[src/rtl/csa_pkg.sv]
// Shared definitions for the carry-save packet accumulator:
// FSM state encoding, default widths and the beat-counter width.
package csa_pkg;

   localparam int IN_W_DEF  = 24;
   localparam int ACC_W_DEF = 32;
   localparam int LANES_DEF = 2;
   localparam int CNT_W     = 16;

   typedef enum logic [1:0] {
      ACC     = 2'd0,
      RESOLVE = 2'd1,
      HOLD    = 2'd2
   } state_t;

endpackage

[src/rtl/csa_3to2.sv]
// One 3:2 carry-save compressor stage of width W.
// The carry vector comes out already weighted (shifted left one bit,
// bit 0 forced to 0); the carry out of the top bit is discarded, which
// gives modulo-2^W behaviour.
module csa_3to2 #(
   parameter int W = 32
) (
   input  logic [W-1:0] a,
   input  logic [W-1:0] b,
   input  logic [W-1:0] c,
   output logic [W-1:0] s,
   output logic [W-1:0] cout
);

   logic [W-1:0] maj;

   assign s    = a ^ b ^ c;
   assign maj  = (a & b) | (a & c) | (b & c);
   // Shift drops maj[W-1] and inserts a zero at bit 0.
   assign cout = maj << 1;

endmodule

[src/rtl/csa_accum.sv]
// Packet accumulator: sums LANES unsigned lanes per beat into a
// redundant (sum, carry) pair using a chain of 3:2 compressors, then
// resolves the pair with a single carry-propagate add after the last beat.
// Optional build macro: CSA_ACCUM_COUNT_EN adds a saturating 16-bit beat
// counter reported on out_count; without it out_count is tied to 0.
module csa_accum
   import csa_pkg::*;
#(
   parameter int IN_W  = IN_W_DEF,
   parameter int ACC_W = ACC_W_DEF,
   parameter int LANES = LANES_DEF
) (
   input  logic                  clk,
   input  logic                  rst_n,
   input  logic                  in_valid,
   output logic                  in_ready,
   input  logic [LANES*IN_W-1:0] in_data,
   input  logic                  in_last,
   output logic                  out_valid,
   input  logic                  out_ready,
   output logic [ACC_W-1:0]      out_data,
   output logic [CNT_W-1:0]      out_count
);

   state_t state_reg, state_next;

   logic [ACC_W-1:0] s_reg, c_reg, out_data_reg;
   logic [ACC_W-1:0] s_chain  [LANES+1];
   logic [ACC_W-1:0] c_chain  [LANES+1];
   logic [ACC_W-1:0] lane_ext [LANES];
   logic             beat;

   assign in_ready  = (state_reg == ACC);
   assign out_valid = (state_reg == HOLD);
   assign out_data  = out_data_reg;
   assign beat      = in_valid && in_ready;

   // Compressor chain: stage k folds lane k into the running (s, c) pair.
   assign s_chain[0] = s_reg;
   assign c_chain[0] = c_reg;

   genvar gi;
   generate
      for (gi = 0; gi < LANES; gi++) begin : g_stage
         assign lane_ext[gi] = ACC_W'(in_data[gi*IN_W +: IN_W]);
         csa_3to2 #(.W(ACC_W)) u_csa (
            .a    (s_chain[gi]),
            .b    (c_chain[gi]),
            .c    (lane_ext[gi]),
            .s    (s_chain[gi+1]),
            .cout (c_chain[gi+1])
         );
      end
   endgenerate

   // State register.
   always_ff @(posedge clk or negedge rst_n) begin
      if (!rst_n) state_reg <= ACC;
      else        state_reg <= state_next;
   end

   // Next-state: accumulate until the last beat, resolve once, hold for the consumer.
   always_comb begin
      state_next = state_reg;
      case (state_reg)
         ACC:     if (beat && in_last) state_next = RESOLVE;
         RESOLVE: state_next = HOLD;
         HOLD:    if (out_ready) state_next = ACC;
         default: state_next = ACC;
      endcase
   end

   // Redundant accumulator and result register; resolve clears the pair for the next packet.
   always_ff @(posedge clk or negedge rst_n) begin
      if (!rst_n) begin
         s_reg        <= '0;
         c_reg        <= '0;
         out_data_reg <= '0;
      end else if (state_reg == RESOLVE) begin
         out_data_reg <= s_reg + c_reg;
         s_reg        <= '0;
         c_reg        <= '0;
      end else if (beat) begin
         s_reg <= s_chain[LANES];
         c_reg <= c_chain[LANES];
      end
   end

`ifdef CSA_ACCUM_COUNT_EN
   logic [CNT_W-1:0] cnt_reg, out_count_reg;

   // Saturating beat counter, snapshotted alongside the resolved sum.
   always_ff @(posedge clk or negedge rst_n) begin
      if (!rst_n) begin
         cnt_reg       <= '0;
         out_count_reg <= '0;
      end else if (state_reg == RESOLVE) begin
         out_count_reg <= cnt_reg;
         cnt_reg       <= '0;
      end else if (beat && (cnt_reg != '1)) begin
         cnt_reg <= cnt_reg + CNT_W'(1);
      end
   end

   assign out_count = out_count_reg;
`else
   assign out_count = '0;
`endif

endmodule
[config.mk]
export PLATFORM = sky130hd
export DESIGN_NAME = csa_accum
export DESIGN_NICKNAME = d
export VERILOG_FILES = /design/src/rtl/csa_pkg.sv /design/src/rtl/csa_3to2.sv /design/src/rtl/csa_accum.sv
export SDC_FILE = /design/constraint.sdc
export NUM_CORES = 1
export LEC_CHECK = 0
export ABC_CLOCK_PERIOD_IN_PS = 3300
export CAP_MARGIN = 20
export CORE_MARGIN = 2
export CORE_UTILIZATION = 40
export CTS_BUF_LIST = sky130_fd_sc_hd__clkbuf_4 sky130_fd_sc_hd__clkbuf_8
export DETAILED_ROUTE_END_ITERATION = 10
export DONT_BUFFER_PORTS = 1
export SYNTH_ARGS = -nofsm -noshare
export SYNTH_HDL_FRONTEND = slang
export SYNTH_HIERARCHICAL = 1
export SYNTH_SLANG_ARGS = --single-unit
[constraint.sdc]
create_clock -name clk -period 3.3 [get_ports clk]
set_input_delay 0.33 -clock clk [delete_from_list [all_inputs] [get_ports clk]]
set_output_delay 0.33 -clock clk [all_outputs]
set_load 0.005 [all_outputs]
Word-level counts from Yosys, hierarchy flattened
Index checks and enable logic that the tools add are counted.
{"block": "word_totals", "rom_bits": 0, "ramBits": 0, "mem_count": 0, "regBits": 98, "latchBits": 0}
{"block": "op_classes", "n_reduce_logical": 5, "n_div": 0, "n_bitwise": 14, "shifts": 0, "add_sub_neg": 1, "order_cmp": 0, "muxes": 7, "eq_ne": 4, "mul": 0}
{"operator": "$mux 32", "n": 4}
{"operator": "$and 31x24->31", "n": 4}
{"operator": "$or 31x31->31", "n": 4}
{"operator": "$xor 32x24->32", "n": 2}
{"operator": "$xor 32x32->32", "n": 2}
{"operator": "$and 31x31->31", "n": 2}
{"operator": "$add 32x32->32", "n": 1}
{"operator": "$pmux 2 s3", "n": 1}
{"operator": "$mux 2", "n": 2}
{"operator": "$ne 2x1->1 const B", "n": 2}
{"operator": "$eq 2x1->1 const B", "n": 1}
{"operator": "$eq 2x2->1 const B", "n": 1}
{"operator": "$logic_and 1x1->1", "n": 2}
{"operator": "$logic_not 2->1", "n": 1}
{"operator": "$reduce_and 2->1", "n": 1}
{"operator": "$reduce_bool 2->1", "n": 1}

Longest topological paths before layout
Gate-level depths: netlist (run 1).
{"block": "depth", "depth_word": 8, "depth_mapped": 10, "ltp_nobuf": 10}

Cells and area by module
The synthesis (run 1) kept the hierarchy.
{"module": "csa_accum", "area_each_um2": 5622.9, "cells_per_inst": 654, "seq_area_each_um2": 2452.4, "n_inst": 1}
{"module": "csa_3to2", "area_each_um2": 655.6, "cells_per_inst": 34, "seq_area_each_um2": 0.0, "n_inst": 2}

Worst setup path after synthesis (run 1)
No wires, ideal clock.
{"block": "synth_timing", "kind": "register to register", "from": "register s_reg[0]", "to": "register out_data_reg[20] (netlist: out_data[20])", "path_buffers": 0, "setup_slack_ns": 0.660, "path_stages_with_launch": 11, "required_time_ns": 3.173, "synth_period_minus_slack_ns": 2.640, "arrival_ns": 2.513, "cell_sequence": "dfrtp_1 > ha_1 > fa_1 > a21o_1 > a221oi_2 > o21ai_2 > a31oi_1 > nor2_1 > a311o_1 > xnor2_1 > o21ai_1"}
{"block": "synth_via", "elab_chain_cells": 1}
{"element": "from (decl)", "line": "csa_accum.sv:27", "source": "logic [ACC_W-1:0] s_reg, c_reg, out_data_reg;"}
{"element": "from (signal assigned)", "line": "csa_accum.sv:84", "source": "s_reg <= s_chain[LANES];"}
{"element": "$add 32x32->32", "line": "csa_accum.sv:80", "source": "out_data_reg <= s_reg + c_reg;"}
{"element": "to (signal assigned)", "line": "csa_accum.sv:80"}
{"element": "to (decl)", "line": "csa_accum.sv:27"}
Every way passes these cells.
A chain may end at the register's enable or synchronous reset.

Final worst setup path (run 1)
Same ends and word-level chain as after synthesis.

==> PnR_summary.wiki, run 1 <==
{| class="wikitable"
! Metric !! Value
|-
| Count of TritonRoute iterations in the first routing pass || 5
|-
| Core outline area || about 0.017 mm2
|-
| Global-route wire length before repair || between 20 and 30 mm
|-
| Slew headroom || about 56%
|-
| CTS Sinks || 98
|-
| Fraction of final layout cells with drive strength greater than 1 || under 10%
|-
| Number of endpoints with negative hold slack in the final report || 0
|-
| Most common cell after layout, fill and taps aside || sky130_fd_sc_hd__nand2_1
|-
| Placed cell count || 926
|-
| Synth Register Bits || between 90 and 100
|-
| Cell Pwr Density || 1020 mW/mm2
|-
| Clock buffer count from CTS || 9
|-
| Multi-input gate area || 0.00425 mm2
|-
| Total via count after detailed routing || between 4k and 5k
|-
| Resized Gates After CTS || 0
|-
| Deepest level of the CTS H-tree || 3
|-
| Type of element launching the critical path || register
|-
| Worst Skew || ~0.0074 ns
|-
| Placement-stage cell area || around 0.0071 mm2
|-
| CTS Buffer Depth || 2
|-
| Leakage power || 3.28 nW
|-
| TritonCTS clock tree || yes
|-
| Design Area, Final || roughly 0.0073 mm2
|-
| Most frequent cells in the layout || 176 x sky130_fd_sc_hd__nand2_1, 102 x sky130_fd_sc_hd__o21ai_0, 98 x sky130_fd_sc_hd__dfrtp_1
|-
| Synth Instances || slightly above 700
|-
| Total Routed Length || roughly 16 mm
|-
| Starting density of the core || between 40% and 50%
|-
| Setup-failing EPs final || 0
|-
| DRT iter0 DRCs || 390
|-
| Fraction of post-synthesis cell area in the top cell type by area || roughly 35%
|-
| CTS clk-pin slew, worst paths || about 0.10 ns
|-
| Vias in the first global route || slightly above 5k
|-
| Type of the most critical hold path || input port to register
|-
| Final Slew Violations || 0
|-
| Post-layout net count || about 860
|-
| Post-route non-filler standard cell count || 944
|-
| Slew @ Worst Pin || about 0.66 ns
|-
| Combinational share of power || 56.8%
|-
| Post-synthesis sequential area ratio || a little over a third
|-
| Critical Path RT || 3.57 ns
|-
| Portion of total power attributed to sequential cells || 31.0%
|-
| Class of the most critical setup path || register to register
|-
| Critical path endpoint category || register
|-
| Slowest cell delay on critical path || around 0.43 ns
|-
| Switching part of the total power || a little under half
|-
| Y dimension of the die || 136 um
|-
| GP Congestion || 0.919
|-
| Min Tclk post-route || 2.99 ns
|-
| Overall power after layout || ~7.4 mW
|-
| Crit Path Max Fanout || 5
|-
| Total die area || between 0.015 and 0.02 mm2
|-
| Setup repair after global routing missed its margin || no
|-
| Total negative setup slack || 0 ns
|-
| Fmax || about 0.33 GHz
|-
| Largest net degree at the start of global routing || 99
|-
| Register cell area after layout || 0.00245 mm2
|-
| Via density per instance || about 5.2
|-
| Fraction of power consumed by the clock network || between 10 and 15%
|-
| Post-detailed-route DRC marker count || 0
|-
| Outcome || finished, final reports clean
|-
| Filler cells || ~1.7k
|-
| Leading cell types by total area after synthesis || sky130_fd_sc_hd__dfrtp_1 35%, sky130_fd_sc_hd__fa_1 18%, sky130_fd_sc_hd__nand2_1 9.5%, sky130_fd_sc_hd__o21ai_0 7.4%, sky130_fd_sc_hd__ha_1 5.6%
|-
| Layout Area Growth over Synthesis || 5.52%
|-
| Final ANT Viol Nets || 0
|-
| Post-route worst setup slack || between 0.3 and 0.4 ns
|-
| Number of warnings reported in the yosys synthesis log || 6
|-
| Share of synthesized registers carrying an async set or reset || between 90% and 100%
|-
| Number of library cell types mapped by synthesis || 56
|-
| CP arrival || 3.26 ns
|-
| Post-placement worst setup slack || 0.367 ns
|-
| Max Cap Violations || 0
|-
| Top flip-flop cell by instance count after synthesis || sky130_fd_sc_hd__dfrtp_1
|-
| Routed WL per cell || approximately 17 um
|-
| Slowest CP cell || sky130_fd_sc_hd__dfrtp_1
|-
| Average cell area after synthesis || slightly below 10 um2
|-
| DP HPWL || between 10 and 15 mm
|-
| Library cell occupying the most area in the post-synthesis netlist || sky130_fd_sc_hd__dfrtp_1
|-
| Number of core rows || 48
|-
| Number of synthesized flops with an enable pin || 0
|-
| CP bufs+invs || 0
|-
| Residual overflow from global routing || 0
|-
| Part of the cycle the worst path needs || 90.6%
|-
| Die Width || 136 um
|-
| Number of buffers added on ports || 0
|-
| Critical path, cell by cell || ha_1 -> fa_1 -> a21o_1 -> a221oi_2 -> o21ai_2 -> a31oi_1 -> nor2_1 -> a311o_1 -> xnor2_1 -> o21ai_1
|-
| Switching power || ~3.4 mW
|-
| Overall routing resource usage || 18.8%
|-
| Pint || between 4 and 5 mW
|-
| Top delay family on crit path || compound AO/OA/AOI/OAI gates
|-
| Clock latency on the worst-skew pair || ~0.40 ns
|-
| Clock root cell || sky130_fd_sc_hd__clkbuf_8
|-
| Post-synth design cell area || 0.00693 mm2
|-
| Number of antenna violations at the first check in global routing || 0
|-
| Worst IR drop on VDD || 0.409 mV
|-
| Antenna diode count || 0
|-
| Ports placed on the boundary || 103
|}
## path summary, 6_finish.rpt
| path | start | to | slack, ns | cells past startpoint |
|---|---|---|---|---|
| worst max register to register | s_reg[0] | out_data[20] | 0.31 | 10 |
| max in group asynchronous | rst_n | c_reg[23] | 2.37 | 2 |
| worst min-delay path | out_ready | state_reg[1] | 0.07 | 1 |
| worst min register to register | out_data[17] | out_data[17] | 0.52 | 2 |
| min in group asynchronous | rst_n | c_reg[4] | 0.54 | 2 |
| worst max-delay path | s_reg[0] | out_data[20] | 0.31 | 10 |
## routing by layer
layer	vias to the layer above	part of all wire [%]	track usage, %
met5	-	0	0
met4	0	2.2	6.71
met3	25	5.8	4.49
met2	115	45	28.2
met1	2419	47	26.6
li1	2375	-	-
## repair_timing
action | 4_1_cts | 5_1_grt
hold buffers | 2 | 0
endpoints found under the hold margin | 98 | 0
setup buffers | 0 | 0
## Yosys cell counts (2+ instances only)
cell type and instances:
sky130_fd_sc_hd__a211oi_1 2, sky130_fd_sc_hd__ha_1 31, sky130_fd_sc_hd__a311o_1 2, sky130_fd_sc_hd__xor2_1 15, sky130_fd_sc_hd__and3_1 3, sky130_fd_sc_hd__nand4_1 6
sky130_fd_sc_hd__nor3_1 6, sky130_fd_sc_hd__nand3_1 11, sky130_fd_sc_hd__buf_2 3, sky130_fd_sc_hd__o211ai_1 3, sky130_fd_sc_hd__o21ai_0 102, sky130_fd_sc_hd__o21a_1 6
sky130_fd_sc_hd__or2_2 2, sky130_fd_sc_hd__and2_1 2, sky130_fd_sc_hd__mux2_2 2, sky130_fd_sc_hd__buf_6 5, sky130_fd_sc_hd__dfrtp_1 98, sky130_fd_sc_hd__nand2b_1 4
sky130_fd_sc_hd__nor2_1 20, sky130_fd_sc_hd__xnor2_1 14, sky130_fd_sc_hd__nand2_1 176, sky130_fd_sc_hd__nor2b_1 3, sky130_fd_sc_hd__a21oi_2 2, sky130_fd_sc_hd__a21o_1 10
sky130_fd_sc_hd__a31oi_1 3, sky130_fd_sc_hd__xor3_1 2, sky130_fd_sc_hd__inv_1 6, sky130_fd_sc_hd__a21oi_1 30, sky130_fd_sc_hd__nor3b_1 4, sky130_fd_sc_hd__o21ai_1 5
sky130_fd_sc_hd__o31ai_1 2, sky130_fd_sc_hd__conb_1 3, sky130_fd_sc_hd__buf_4 21, sky130_fd_sc_hd__a21boi_0 2, sky130_fd_sc_hd__a41oi_1 2, sky130_fd_sc_hd__clkbuf_1 27
sky130_fd_sc_hd__o2111ai_1 2, sky130_fd_sc_hd__fa_1 63, sky130_fd_sc_hd__o21bai_1 5
## kinds of logic after synthesis
| family | share of synthesized area, % |
|---|---|
| AND/OR/NAND/NOR | 15.0 |
| AO/OA/AOI/OAI | 15.7 |
| flip-flops | 35.4 |
| adder cells (fa/ha/maj) | 23.8 |
| buffers and inverters | 5.21 |
| XOR/XNOR | 4.35 |
| other | 0.162 |
| multiplexers | 0.469 |
## per-stage QoR
step                      hold WS (ns)  utilization, %
after floorplan                 0.0344               -
after global placement          0.0375            41.2
after detailed placement        0.0377            41.2
after CTS                       0.0392            42.7
after global routing            0.0454            42.7
final                           0.0687            42.7
## power by group through the flow
stage / sequential (mW) / clock [mW] / combinational (mW)
final: 2.31 / 0.908 / 4.23
after global routing: 2.43 / 0.989 / 4.89
after CTS: 2.33 / 0.949 / 4.26
after detailed placement: 2.35 / 0 / 4.19
after global placement: 2.32 / 0 / 4.07
after floorplan: 2.17 / 0 / 3.42
## layout make-up
class | instances | share of cell area (%)
Inverter | 6 | 0.308
Multi-Input combinational cell | 592 | 58.0
Clock buffer | 10 | 1.88
Tap cell | 225 | 3.85
Timing Repair Buffer | 7 | 1.20
Clock inverter | 6 | 1.21
Sequential cell | 98 | 33.5
(Power assumes the default switching activity.)
==> run 2, diff against run 1 <==
--- a/config.mk
+++ b/config.mk
@@ -5,6 +5,7 @@
 export SDC_FILE = /design/constraint.sdc
 export NUM_CORES = 1
 export LEC_CHECK = 0
+export ABC_AREA = 1
 export ABC_CLOCK_PERIOD_IN_PS = 3300
 export CAP_MARGIN = 20
 export CORE_MARGIN = 2
==> PnR_summary.wiki, run 2 <==
{| class="wikitable"
! Metric !! Value
|-
| Number of buffers added on ports || 0 (unchanged)
|-
| Count of TritonRoute iterations in the first routing pass || 5 (unchanged)
|-
| Cell with the most instances on the worst path || sky130_fd_sc_hd__nand3_1
|-
| Slowest CP cell || sky130_fd_sc_hd__fa_1
|-
| Leakage power || 4.43 nW (+35%)
|-
| Number of library cell types mapped by synthesis || 27 (-52%)
|-
| Routed WL per cell || 15.5 um (-8.0%)
|-
| Min Tclk post-route || 2.08 ns (-0.916 ns)
|-
| Post-layout net count || 1146 (+33%)
|-
| Critical Path RT || 3.59 ns (+0.02 ns)
|-
| Residual overflow from global routing || 0 (unchanged)
|-
| Number of antenna violations at the first check in global routing || 0 (unchanged)
|-
| GP Congestion || 0.932 (+1.4%)
|-
| Deepest level of the CTS H-tree || 3 (unchanged)
|-
| Average cell area after synthesis || 7.67 um2 (-20%)
|-
| Post-synth design cell area || 0.00767 mm2 (+11%)
|-
| Number of synthesized flops with an enable pin || 0 (unchanged)
|-
| Slew headroom || 47.6% (-8.7 points)
|-
| Slew @ Worst Pin || 0.786 ns (+0.130 ns)
|-
| Global-route wire length before repair || 32.3 mm (+20%)
|-
| Clock latency on the worst-skew pair || 0.40 ns (about the same)
|-
| Core outline area || 0.0188 mm2 (+9.6%)
|-
| Antenna diode count || 0 (unchanged)
|-
| Cell Pwr Density || 952 mW/mm2 (-6.5%)
|-
| Layout Area Growth over Synthesis || 5.30%
|-
| Final ANT Viol Nets || 0 (unchanged)
|-
| Number of warnings reported in the yosys synthesis log || 6 (unchanged)
|-
| Fraction of final layout cells with drive strength greater than 1 || 4.78% (-0.64 points)
|-
| # Post-CTS Setup Buffers || 0 (unchanged)
|-
| Y dimension of the die || 142 um (+5.0%)
|-
| Type of element launching the critical path || register
|-
| Total negative setup slack || 0 ns (unchanged)
|-
| Worst Skew || 0.0201 ns (+0.0127 ns)
|-
| Top cells by count, synth || 337 x sky130_fd_sc_hd__nand2_1, 171 x sky130_fd_sc_hd__nand3_1, 118 x sky130_fd_sc_hd__inv_1, 98 x sky130_fd_sc_hd__dfrtp_1, 63 x sky130_fd_sc_hd__fa_1
|-
| CTS Sinks || 98 (unchanged)
|-
| Post-synthesis sequential area ratio || 32.0% (-3.4 points)
|-
| Worst IR drop on VDD || 0.254 mV (-38%)
|-
| Total via count after detailed routing || 6155 (+25%)
|-
| Number of endpoints with negative hold slack in the final report || 0 (unchanged)
|-
| Share of synthesized registers carrying an async set or reset || 100% (unchanged)
|-
| Outcome || finished, final reports clean
|-
| Clock buffer count from CTS || 9 (unchanged)
|-
| Final core occ || 43.0% (+0.30 points)
|-
| Final Slew Violations || 0 (unchanged)
|-
| Slowest cell delay on critical path || 0.47 ns (+0.04 ns)
|-
| Starting density of the core || 40.9% (+0.37 points)
|-
| Critical path, cell by cell || ha_1 -> fa_1 -> nand3_1 -> nand3_1 -> nand3_1 -> nand3_1 -> nand3_1 -> nand3_1 -> nand3_1 -> nand2_1
|-
| Library cell occupying the most area in the post-synthesis netlist || sky130_fd_sc_hd__dfrtp_1
|-
| Part of the cycle the worst path needs || 62.9% (-28 points)
|-
| CP arrival || 2.37 ns (-0.89 ns)
|-
| Ports placed on the boundary || 103 (unchanged)
|-
| Overall routing resource usage || 20.5% (+1.7 points)
|-
| Fmax || 0.482 GHz (+44%)
|-
| Crit Path Max Fanout || 5 (unchanged)
|-
| Max Cap Violations || 0 (unchanged)
|-
| Most frequent cells in the layout || 336 x sky130_fd_sc_hd__nand2_1, 171 x sky130_fd_sc_hd__nand3_1, 117 x sky130_fd_sc_hd__inv_1
|-
| DP HPWL || 14.7 mm (+23%)
|-
| Leading cell types by total area after synthesis || sky130_fd_sc_hd__dfrtp_1 32%, sky130_fd_sc_hd__nand2_1 16%, sky130_fd_sc_hd__fa_1 16%, sky130_fd_sc_hd__nand3_1 11%, sky130_fd_sc_hd__inv_1 5.8%
|-
| WHS || 0.0408 ns (-0.0278 ns)
|-
| Fraction of post-synthesis cell area in the top cell type by area || 32.0% (-3.4 points)
|-
| Number of core rows || 50 (+4.2%)
|-
| Design Area, Final || 0.00808 mm2 (+10%)
|-
| Synth Register Bits || 98 (unchanged)
|-
| CTS clk-pin slew, worst paths || 0.11 ns (about the same)
|-
| Total die area || 0.0203 mm2 (+10%)
|-
| Via density per instance || 4.97 (-4.9%)
|-
| Most common cell after layout, fill and taps aside || sky130_fd_sc_hd__nand2_1
|-
| Setup repair after global routing missed its margin || no
|-
| Critical path endpoint category || register
|-
| Placement-stage cell area || 0.00786 mm2 (+11%)
|-
| Class of the most critical setup path || register to register
|-
| Total Routed Length || 19.2 mm (+21%)
|-
| Largest net degree at the start of global routing || 99 (unchanged)
|-
| Setup-failing EPs final || 0 (unchanged)
|-
| Cell with the most instances after synthesis || sky130_fd_sc_hd__nand2_1
|-
| TritonCTS clock tree || yes
|-
| Top flip-flop cell by instance count after synthesis || sky130_fd_sc_hd__dfrtp_1
|-
| CTS Buffer Depth || 2 (unchanged)
|-
| Clock root cell || sky130_fd_sc_hd__clkbuf_8
|-
| Vias in the first global route || 5963 (+18%)
|-
| Type of the most critical hold path || input port to register
|-
| Post-detailed-route DRC marker count || 0 (unchanged)
|-
| DRT iter0 DRCs || 511 (+31%)
|-
| Die Width || 142 um (+5.0%)
|-
| Synth Instances || 1000 (+39%)
|}
[run 2: changes by cell type in the layout (fill, tap and decap cells not counted), moves of 4 or more]
cell / previous run / this run
sky130_fd_sc_hd__o21ai_0: 102 / 8
sky130_fd_sc_hd__nor2_1: 20 / 35
sky130_fd_sc_hd__a21o_1: 10 / 1
sky130_fd_sc_hd__o21a_1: 6 / 0
sky130_fd_sc_hd__a21oi_1: 30 / 22
sky130_fd_sc_hd__inv_1: 6 / 117
sky130_fd_sc_hd__nand3_1: 11 / 171
sky130_fd_sc_hd__nand3b_1: 0 / 4
sky130_fd_sc_hd__nor3b_1: 4 / 0
sky130_fd_sc_hd__nor2_2: 0 / 4
sky130_fd_sc_hd__nand2_2: 0 / 14
sky130_fd_sc_hd__xor2_1: 15 / 0
sky130_fd_sc_hd__nand2_1: 176 / 336
sky130_fd_sc_hd__nand3_2: 0 / 4
[run 2: power by group]
part	internal [mW]	switching [mW]	total [mW]
combinational	1.82	2.77	4.59
sequential	1.72	0.588	2.31
clock	0.290	0.502	0.791
total	3.83	3.86	7.69
[run 2: final timing paths]
| check | endpoint | slack [ns] | cells past startpoint | startpoint |
|---|---|---|---|---|
| setup / recovery | out_data[20] | 1.22 | 10 | s_reg[0] |
| hold / removal | state_reg[1] | 0.04 | 1 | out_ready |
| setup reg to reg | out_data[20] | 1.22 | 10 | s_reg[0] |
| hold reg to reg | out_data[0] | 0.51 | 2 | out_data[0] |
| max in group asynchronous | out_data[24] | 2.41 | 2 | rst_n |
| min in group asynchronous | c_reg[5] | 0.48 | 2 | rst_n |
[run 2: what timing repair did]
action	4_1_cts	5_1_grt
gates resized for setup	0	0
hold buffers	2	0
endpoints found under the hold margin	98	0
setup endpoints to repair	0	0
[run 2: cells by family after synthesis]
family / Yosys count / share of synthesized area [%]
AOI/OAI and AO/OA: 42 / 2.87
DFF: 98 / 32.0
adders and majority gates: 94 / 21.5
and+or+nand+nor: 577 / 32.4
other: 3 / 0.147
buffers and inverters: 171 / 9.46
xor gates and xnor gates: 15 / 1.71
[run 2: layout make-up]
| cell class | instances | area (um2) |
|---|---|---|
| clock buffer | 9 | 124 |
| clock inverter | 7 | 58.8 |
| fill | 1922 | 10700 |
| inverter | 119 | 448 |
| multi-input combinational | 764 | 4630 |
| sequential | 98 | 2450 |
| tap | 234 | 293 |
| timing repair buffer | 7 | 75.1 |
[run 2: critical path: cells and delay by family (launching register included)]
family                     cells  cell delay, ns
adders and majority gates      2            0.72
and+or+nand+nor                8            0.80
DFF                            1            0.43
[run 2: through the flow]
stage                     power, mW  worst slack [ns]  cells
final                          7.69              1.22   1238
after global routing           8.63              1.02   1238
after CTS                      7.74              1.23   1238
after detailed placement       6.90              1.26   1220
after global placement         6.82              1.28   1220
after floorplan                5.71              1.45   1033
[run 2: per-layer routing]
metal	GRT usage, %	share of wire, %	routed length (um)	up-vias
li1	-	-	-	3078
met5	0	0	0	-
met3	5.08	6.2	1200	21
met4	5.78	1.7	327	0
met2	30.0	44	8370	146
met1	30.1	49	9330	2910
